### src/rtl/serial_magnitude_comparator.sv
// Bit-serial magnitude comparator: takes operands A and B MSB-first, one bit pair per
// accepted beat, and reports greater/equal/less on registered flags after WIDTH beats.
module serial_magnitude_comparator #(
  parameter int WIDTH = 3
) (
  input  logic                       clk,
  input  logic                       rst,
  input  logic                       start,
  input  logic                       bit_valid,
  input  logic                       a_bit,
  input  logic                       b_bit,
  output logic                       busy,
  output logic                       done,
  output logic [$clog2(WIDTH+1)-1:0] bit_count,
  output logic                       A_greater_B,
  output logic                       A_equal_B,
  output logic                       A_less_B
);

  // state  | meaning
  // IDLE   | waiting for start; flags and bit_count hold the last result
  // SHIFT  | accepting bit pairs MSB-first, bit_valid may stall
  // REPORT | one cycle: done=1, flags carry the final result

  localparam int CW = $clog2(WIDTH+1);
  localparam logic [CW-1:0] LAST_BEAT = CW'(WIDTH-1);

  typedef enum logic [1:0] {
    IDLE   = 2'd0,
    SHIFT  = 2'd1,
    REPORT = 2'd2
  } state_t;

  state_t        state_q, state_d;
  logic [CW-1:0] count_q, count_d;
  logic          decided_q, decided_d;
  logic          gt_q, gt_d;
  logic          busy_q, busy_d;
  logic          done_q, done_d;
  logic          gtf_q, gtf_d;
  logic          eqf_q, eqf_d;
  logic          ltf_q, ltf_d;

  always_comb begin
    state_d   = state_q;
    count_d   = count_q;
    decided_d = decided_q;
    gt_d      = gt_q;
    gtf_d     = gtf_q;
    eqf_d     = eqf_q;
    ltf_d     = ltf_q;
    case (state_q)
      IDLE: begin
        if (start) begin
          state_d   = SHIFT;
          count_d   = '0;
          decided_d = 1'b0;
          gt_d      = 1'b0;
          gtf_d     = 1'b0;
          eqf_d     = 1'b0;
          ltf_d     = 1'b0;
        end
      end
      SHIFT: begin
        if (bit_valid) begin
          count_d = count_q + CW'(1);
          // Only the most significant differing bit decides the outcome.
          if (!decided_q && (a_bit != b_bit)) begin
            decided_d = 1'b1;
            gt_d      = a_bit;
          end
          if (count_q == LAST_BEAT) begin
            state_d = REPORT;
            eqf_d   = ~decided_d;
            gtf_d   = decided_d & gt_d;
            ltf_d   = decided_d & ~gt_d;
          end
        end
      end
      REPORT: state_d = IDLE;
      default: state_d = IDLE;
    endcase
    busy_d = (state_d != IDLE);
    done_d = (state_d == REPORT);
  end

  always_ff @(posedge clk or posedge rst) begin
    if (rst) begin
      state_q   <= IDLE;
      count_q   <= '0;
      decided_q <= 1'b0;
      gt_q      <= 1'b0;
      busy_q    <= 1'b0;
      done_q    <= 1'b0;
      gtf_q     <= 1'b0;
      eqf_q     <= 1'b0;
      ltf_q     <= 1'b0;
    end else begin
      state_q   <= state_d;
      count_q   <= count_d;
      decided_q <= decided_d;
      gt_q      <= gt_d;
      busy_q    <= busy_d;
      done_q    <= done_d;
      gtf_q     <= gtf_d;
      eqf_q     <= eqf_d;
      ltf_q     <= ltf_d;
    end
  end

  assign busy        = busy_q;
  assign done        = done_q;
  assign bit_count   = count_q;
  assign A_greater_B = gtf_q;
  assign A_equal_B   = eqf_q;
  assign A_less_B    = ltf_q;

endmodule

### config.mk
export PLATFORM = sky130hd
export DESIGN_NAME = serial_magnitude_comparator
export DESIGN_NICKNAME = d
export VERILOG_FILES = /design/src/rtl/serial_magnitude_comparator.sv
export SDC_FILE = /design/constraint.sdc
export NUM_CORES = 1
export LEC_CHECK = 0
export BUFFER_PORTS_ARGS = -buffer_cell sky130_fd_sc_hd__buf_2
export CORE_AREA = 10 10 47 49
export CTS_CLUSTER_DIAMETER = 150
export DETAILED_ROUTE_END_ITERATION = 6
export DIE_AREA = 0 0 57 59
export PLACE_DENSITY = 0.72
export SLEW_MARGIN = 15
export SYNTH_ARGS = -nofsm -noshare
export SYNTH_HDL_FRONTEND = slang
export SYNTH_SLANG_ARGS = --single-unit
### constraint.sdc
create_clock -name clk -period 2.51 [get_ports clk]
set_input_delay 0.502 -clock clk [delete_from_list [all_inputs] [get_ports clk]]
set_output_delay 0.502 -clock clk [all_outputs]
set_load 0.005 [all_outputs]
## Word-level counts from Yosys, hierarchy flattened

Index checks and enable logic that the tools add are counted.

| word-level totals | value |
|---|---|
| output and inout bits | 7 |
| bits in registers | 11 |

| operators by class | value |
|---|---|
| bitwise gates (word level) | 4 |
| multiplexer cells | 27 |
| add/sub/neg operators | 1 |
| equal/unequal tests | 7 |
| reductions and logical operators | 7 |

Operator list:

| cell | number |
|---|---|
| 2-to-1 mux 1 bit | 15 |
| 2-to-1 mux 2 bit | 5 |
| one-hot mux 1 bit (2 select lines) | 5 |
| one-hot mux 2 bit (2 select lines) | 2 |
| != test 2 bit (second input constant) | 3 |
| equality test 2 bit (second input constant) | 2 |
| AND reduction 4 bit | 1 |
| nonzero test 2 bit | 2 |
| AND reduction 3 bit | 1 |
| adder 2 x 1 -> 2 bit (second input constant) | 1 |
| bitwise AND 1 bit | 2 |
| equality test 2 x 1 -> 1 bit (second input constant) | 1 |
| zero test 2 bit | 1 |
| NOT 1 bit | 2 |
| logical AND 1 bit | 1 |
| zero test 1 bit | 1 |
| != test 1 bit | 1 |

## Depth between registers and ports, before layout

Gate-level depths: netlist of run 1.

| logic depth | value |
|---|---|
| word-level depth | 10 |
| mapped depth | 5 |
| mapped depth without buffers | 5 |

## Least setup slack after synthesis of run 1

Ideal clock, no wire load.

| timing | value |
|---|---|
| path kind | flip-flop to flip-flop |
| start point | reg count_q[0], in the netlist bit_count[0] |
| end point | reg eqf_q, in the netlist A_equal_B |
| slack | 1.350 ns |
| cell stages (with the launch flop) | 6 |
| arrival | 1.030 ns |
| path through | dfrtp_1 -> inv_1 -> ha_1 -> nand4b_2 -> o211ai_1 -> o31ai_2 |

| on the way | value |
|---|---|
| word-level cells in the longest chain between the ends | 3 |

RTL lines:

| what | line | RTL |
|---|---|---|
| start: declaration | 35 | `logic [CW-1:0] count_q, count_d;` |
| start signal: assignment | 100 | `count_q <= count_d;` |
| equality test 2 bit | 72 | `if (count_q == LAST_BEAT) begin` |
| != test 2 bit (no source line) | - |  |
| AND reduction 4 bit (no source line) | - |  |
| end signal: assignment | 106 | `eqf_q <= eqf_d;` |
| end: declaration | 41 | `logic eqf_q, eqf_d;` |

Every way passes these cells.
A chain may end at the register's enable or synchronous reset.

## Worst setup path after layout of run 1

| timing | value |
|---|---|
| start point | reg count_q[1], in the netlist bit_count[1] |
| end point | out bit_count[1] |

RTL lines:

| what | line | RTL |
|---|---|---|
| end: declaration | 14 | `output logic [$clog2(WIDTH+1)-1:0] bit_count,` |

No word-level cell between the ends.

==> results.tsv, run 1 <==
metric	value	unit
cp_cell_sequence	buf_2	
fin_worst_skew	5.439	ps
setup_slack	1188	ps
drc	0	
crit_buf_inv	1	
hold_buffers	0	
htree_levels	1	
power_leakage	0.3301	nW
final_cell_mix	buf_2 (12), dfrtp_1 (11), inv_1 (10)	
initial_core_util	0.3955	
synthCells	54	
yosys_warnings	0	
antenna_found_initial	0	
chipWidth	57	um
status	finished, final reports clean	
peakVddDrop	0.0003982	V
die_area	3363	um2
overflow	0	
n_fill_cell	150	
netlist.area_leader.share	0.4966	
cts_tree	done	
ios	13	
report.final.slew_viol_count	0	
grt_max_degree	12	
coreArea	1401	um2
max-cap-violations	0	
cts_root_buf	clkbuf_4	
wl_per_cell	13.51	um
cp.required	2010	ps
r2r-end	A_equal_B	
synth_seq_cells	11	
grtUsageTotal	0.07461	
postCtsSetupRepairBufs	0	
ys_seq_area_frac	0.4966	
syn_avg_cell_area	10.26	um2
postRouteAntennaNets	0	
p_per_area	1050	nW/um2
critPathCaptureType	output pin	
die_y	59	um
ys_types	22	
regToRegStartpoint	bit_count[0]	
rows	14	
diodes	0	
cts_sinks	11	
drt_wl_total	1.135	mm
finalCriticalPeriod	1322	ps
fin_nets	76	
post-place-ws	1228	ps
grt_pass1_vias	468	
finalHoldViolCount	0	
synth_area_leaders	dfrtp_1 (50%), inv_1 (6.8%), a22o_1 (4.7%)	
grt_pass1_wl	1.973	mm
path_class	reg -> out	
place_hpwl	860.7	um
synth.net_count	61	
syn_area	554.3	um2
relSlewSlack	0.7227	
drt_iter0_drc	10	
finalSetupViolCount	0	
crit_family	flip-flops	
clk_pin_slew	80	ps
numPortBuffers	12	
hp-class	in -> async	
post-route-period-util	0.5269	
drive_above_1_share	0.2941	
reg2reg_setup_slack	1220	ps
cp_slowest_cell	dfrtp_1	
synth_top_cell_by_area	dfrtp_1	
first_pass_iters	6	
layout_commonest_cell	buf_2	
path_max_fanout	4	
cts_resized	0	
clk_latency	270	ps
setup_tns	0	ps
clock.fmax	756.2	MHz
gp_congestion	0.7874	
via_count	430	
r2r_cells	5	
rsz0062_at_grt	false	
tightest_slew	415.6	ps
avgViaCountPerCell	5.119	
cp_data_arrival_time	820	ps
startpoint_type	flop	
cts_buffer_depth	2	
syn_to_final_growth	17.61	%
numCtsBuffers	3	
slowest_delay	410	ps
[per-stage QoR]
stage / utilization / power [mW] / hold slack [ps] / cells / area, um2
2_1_floorplan: - / 0.4838 / 354.4 / 54 / 554.3
5_1_grt: 0.4652 / 0.7499 / 237.0 / 84 / 651.9
6_report: 0.4652 / 0.6846 / 205.9 / 84 / 651.9
3_5_place_dp: 0.4455 / 0.5711 / 513.6 / 80 / 624.3
4_1_cts: 0.4652 / 0.6939 / 218.4 / 84 / 651.9
3_3_place_gp: 0.4455 / 0.5647 / 499.0 / 80 / 624.3
[cell usage after synthesis]
| cell | number |
|---|---|
| dfrtp_1 | 11 |
| inv_1 | 10 |
| a21oi_1 | 5 |
| nand2b_1 | 4 |
| a22o_1 | 3 |
| o22ai_1 | 3 |
| buf_2 | 2 |
| nor3b_1 | 2 |
| a31oi_1 | 1 |
| ha_1 | 1 |
| mux2i_1 | 1 |
| nand3_1 | 1 |
| nand3b_1 | 1 |
| nand4b_2 | 1 |
| nor2_1 | 1 |
| nor2b_1 | 1 |
| nor3b_2 | 1 |
| o211ai_1 | 1 |
| o21ai_1 | 1 |
| o21ai_2 | 1 |
| o31ai_2 | 1 |
| xor2_1 | 1 |
[layer usage]
| metal | routed length [um] | vias to the layer above | GRT usage | part of all wire |
|---|---|---|---|---|
| li1 | - | 214 | - | - |
| met1 | 566 | 200 | 0.09390 | 0.50 |
| met2 | 476 | 14 | 0.09922 | 0.42 |
| met3 | 68 | 2 | 0.02575 | 0.060 |
| met4 | 24 | 0 | 0.06040 | 0.021 |
| met5 | 0 | - | 0 | 0 |
[state kept, by name, indices dropped and copies added (netlist names)]
name         cells
decided_q        1
A_equal_B        1
A_greater_B      1
bit_count        2
A_less_B         1
busy             1
gt_q             1
done             1
state_q          2
[where the power goes]
group | leakage [nW] | internal, mW | switching [mW]
combinational | 0.175 | 0.126 | 0.121
sequential | 0.138 | 0.245 | 0.0712
clock | 0.0177 | 0.0590 | 0.0620
total | 0.330 | 0.430 | 0.255
[worst register-to-register path, delay by kind of cell, from the launching register on]
family	cells	cell delay, ps
flops	1	400
compound gates	2	300
buf+inv	1	100
simple gates	1	200
fa+ha+maj	1	180
[area by class of cell]
class                   instances  area, um2  share of cell area
inverters                      10      37.54             0.05758
well taps                      16      20.02             0.03071
flip-flops and latches         11      275.3              0.4223
clock buffers                   3      22.52             0.03455
multi-input cells              31      231.5              0.3551
clock inverters                 1      5.005            0.007678
repair buffers                 12      60.06             0.09213
[worst max-delay path by stage]
stage | start | end | slack [ps] | depth (start not counted)
floorplan | bit_count[0] | A_equal_B | 1350 | 5
finish | bit_count[1] | bit_count[1] | 1190 | 1
global route | bit_count[0] | A_equal_B | 1130 | 5
global placement | bit_valid | A_greater_B | 1270 | 4
detailed placement | bit_valid | A_equal_B | 1230 | 4
CTS | bit_count[1] | bit_count[1] | 1180 | 1
[kinds of logic (layout without fill, tap and decap cells)]
logic type | Yosys count | count (layout) | share of synthesized area
AOI/OAI and AO/OA | 16 | 16 | 0.1987
xor gates and xnor gates | 1 | 1 | 0.01580
adders and majority gates | 1 | 1 | 0.02257
buffers and inverters | 12 | 26 | 0.08579
DFF | 11 | 11 | 0.4966
muxes | 1 | 1 | 0.01806
and+or+nand+nor | 12 | 12 | 0.1625
Note: power is estimated with default switching activity, not from simulation.
==> inputs of run 2 (changes only) <==
PLACE_DENSITY = 0.75   (was 0.72)
clock period = 1.14 ns   (was 2.51 ns; I/O delays follow)
==> run 2 against run 1 <==
Against the previous run:
- the run now ends with setup timing left
- first-iteration DRC count increased by 10%
- sequential share of layout area shrank 7.3 points
- final cell count is 11% higher
- wire length is 14% higher
- die area is the same
==> results.tsv, run 2 (synthesis gave the netlist of run 1 again) <==
metric	value	unit	change
status	finished, violations left		
violations	setup timing		
rsz0062_at_grt	true		
grt_pass1_vias	472		+0.85%
die_area	3363	um2	unchanged
fin_nets	85		+12%
cts_tree	done		
ff_latch_area	276.5	um2	+0.45%
htree_levels	1		unchanged
path_class	reg -> out		
cts_root_buf	clkbuf_4		
path_max_fanout	2		-2
startpoint_type	flop		
regToRegStartpoint	bit_count[0]		
finalHoldViolCount	0		unchanged
ios	13		unchanged
die_y	59	um	unchanged
postRouteAntennaNets	0		unchanged
drt_iter0_drc	11		+1
r2r-end	A_equal_B		
post_dp_cell_area	676.9	um2	+8.4%
fin_worst_skew	2.442	ps	-2.997 ps
diodes	0		unchanged
via_count	461		+7.2%
post-place-ws	-52.91	ps	-1281 ps
crit_end	bit_count[1]		
n_fill_cell	138		-8.0%
wl_per_cell	13.86	um	+2.6%
cp_num_cells	2		+1
peakVddDrop	0.001483	V	+270%
drc	0		unchanged
multi_input_area	276.5	um2	+19%
overflow	0		unchanged
numPortBuffers	12		unchanged
first_pass_iters	4		-2
r2r_cells	5		unchanged
reg2reg_setup_slack	-3	ps	-1220 ps
finalSetupViolCount	1		+1
hp-class	in -> reg		
coreArea	1401	um2	unchanged
tightest_slew	433.0	ps	+17.41 ps
critPathCaptureType	output pin		
setup_slack	-3.121	ps	-1191 ps
max-cap-violations	0		unchanged
report.final.slew_viol_count	0		unchanged
relSlewSlack	0.7110		-0.01162
final_cell_mix	dfrtp_1 (10), buf_2 (10), inv_1 (9)		
cts_buffer_depth	2		unchanged
hold_path_startpoint	start		
grt_pass1_wl	2.111	mm	+7.0%
cp_cell_sequence	buf_6, buf_6		
crit_buf_inv	2		+1
crit_start	bit_count[1]		
initial_core_util	0.3955		unchanged
cp.required	910	ps	-1100 ps
drt_wl_total	1.289	mm	+14%
drive_above_1_share	0.4156		+0.1215
cp_slowest_cell	dfrtp_1		
cts_sinks	11		unchanged
chipWidth	57	um	unchanged
syn_to_final_growth	42.66	%	
crit_top_cell	buf_6		
finalCriticalPeriod	1143	ps	
slowest_delay	420	ps	about the same
post-route-period-util	1.003		
clock.fmax	874.8	MHz	
power_leakage	0.3793	nW	+15%
cp_data_arrival_time	920	ps	+100 ps
gp_congestion	0.7841		-0.42%
clk_pin_slew	70	ps	about the same
avgViaCountPerCell	4.957		-3.2%
rows	14		unchanged
grtUsageTotal	0.07900		+0.004397
antenna_found_initial	0		unchanged
place_hpwl	959	um	+11%
p_per_area	2345	nW/um2	+120%
grt_max_degree	12		unchanged
crit_family	flip-flops		
fin_area	790.8	um2	+21%
clk_latency	260	ps	about the same
numCtsBuffers	3		unchanged
run 2: final cells by class:
type / count / share of cell area
inverter: 10 / 0.04747
multi-input combinational: 31 / 0.3497
timing repair buffer: 21 / 0.1946
sequential: 11 / 0.3497
clock buffer: 4 / 0.03323
tap: 16 / 0.02532
run 2: routing by layer:
| metal | vias to the layer above | part of all wire | GRT usage |
|---|---|---|---|
| li1 | 233 | - | - |
| met3 | 2 | 0.066 | 0.02790 |
| met4 | 0 | 0.0070 | 0.06040 |
| met2 | 14 | 0.49 | 0.1147 |
| met1 | 212 | 0.44 | 0.09280 |
| met5 | - | 0 | 0 |
run 2: tightest hold or removal path, stage by stage:
cell     delay [ps]
buf_2           120
o21ai_2          90
inv_1            60
run 2: stage by stage:
stage / hold slack [ps] / setup TNS [ps] / power, mW / util / cells
finish: 268.1 / -3.121 / 1.854 / 0.5643 / 93
global route: 287.2 / -155.0 / 1.999 / 0.5643 / 93
CTS: 258.7 / -59.64 / 1.748 / 0.5330 / 92
detailed placement: 247.0 / -128.1 / 1.392 / 0.4830 / 85
global placement: 238.0 / 0 / 1.372 / 0.4830 / 85
floorplan: 80.44 / 0 / 1.096 / - / 54
run 2: how the worst min path moves through the flow:
stage,cells after the start,end
floorplan,1,A_equal_B
detailed placement,2,done
global placement,2,state_q[1]
finish,3,busy
global route,3,busy
CTS,3,busy
run 2: report_power, final:
group | switching (mW) | leakage (nW) | internal (mW) | total (mW)
registers | 0.177 | 0.137 | 0.542 | 0.719
clock network | 0.128 | 0.0150 | 0.135 | 0.263
logic | 0.349 | 0.227 | 0.523 | 0.872
run 2: repair_timing:
item                                    in CTS  in global routing
hold endpoints to repair                    11                  0
endpoints found under the setup margin       5                  7
gates resized for setup                      5                  6
hold buffers                                 1                  0
buffers inserted                             2                  1
pin swaps                                    2                  3
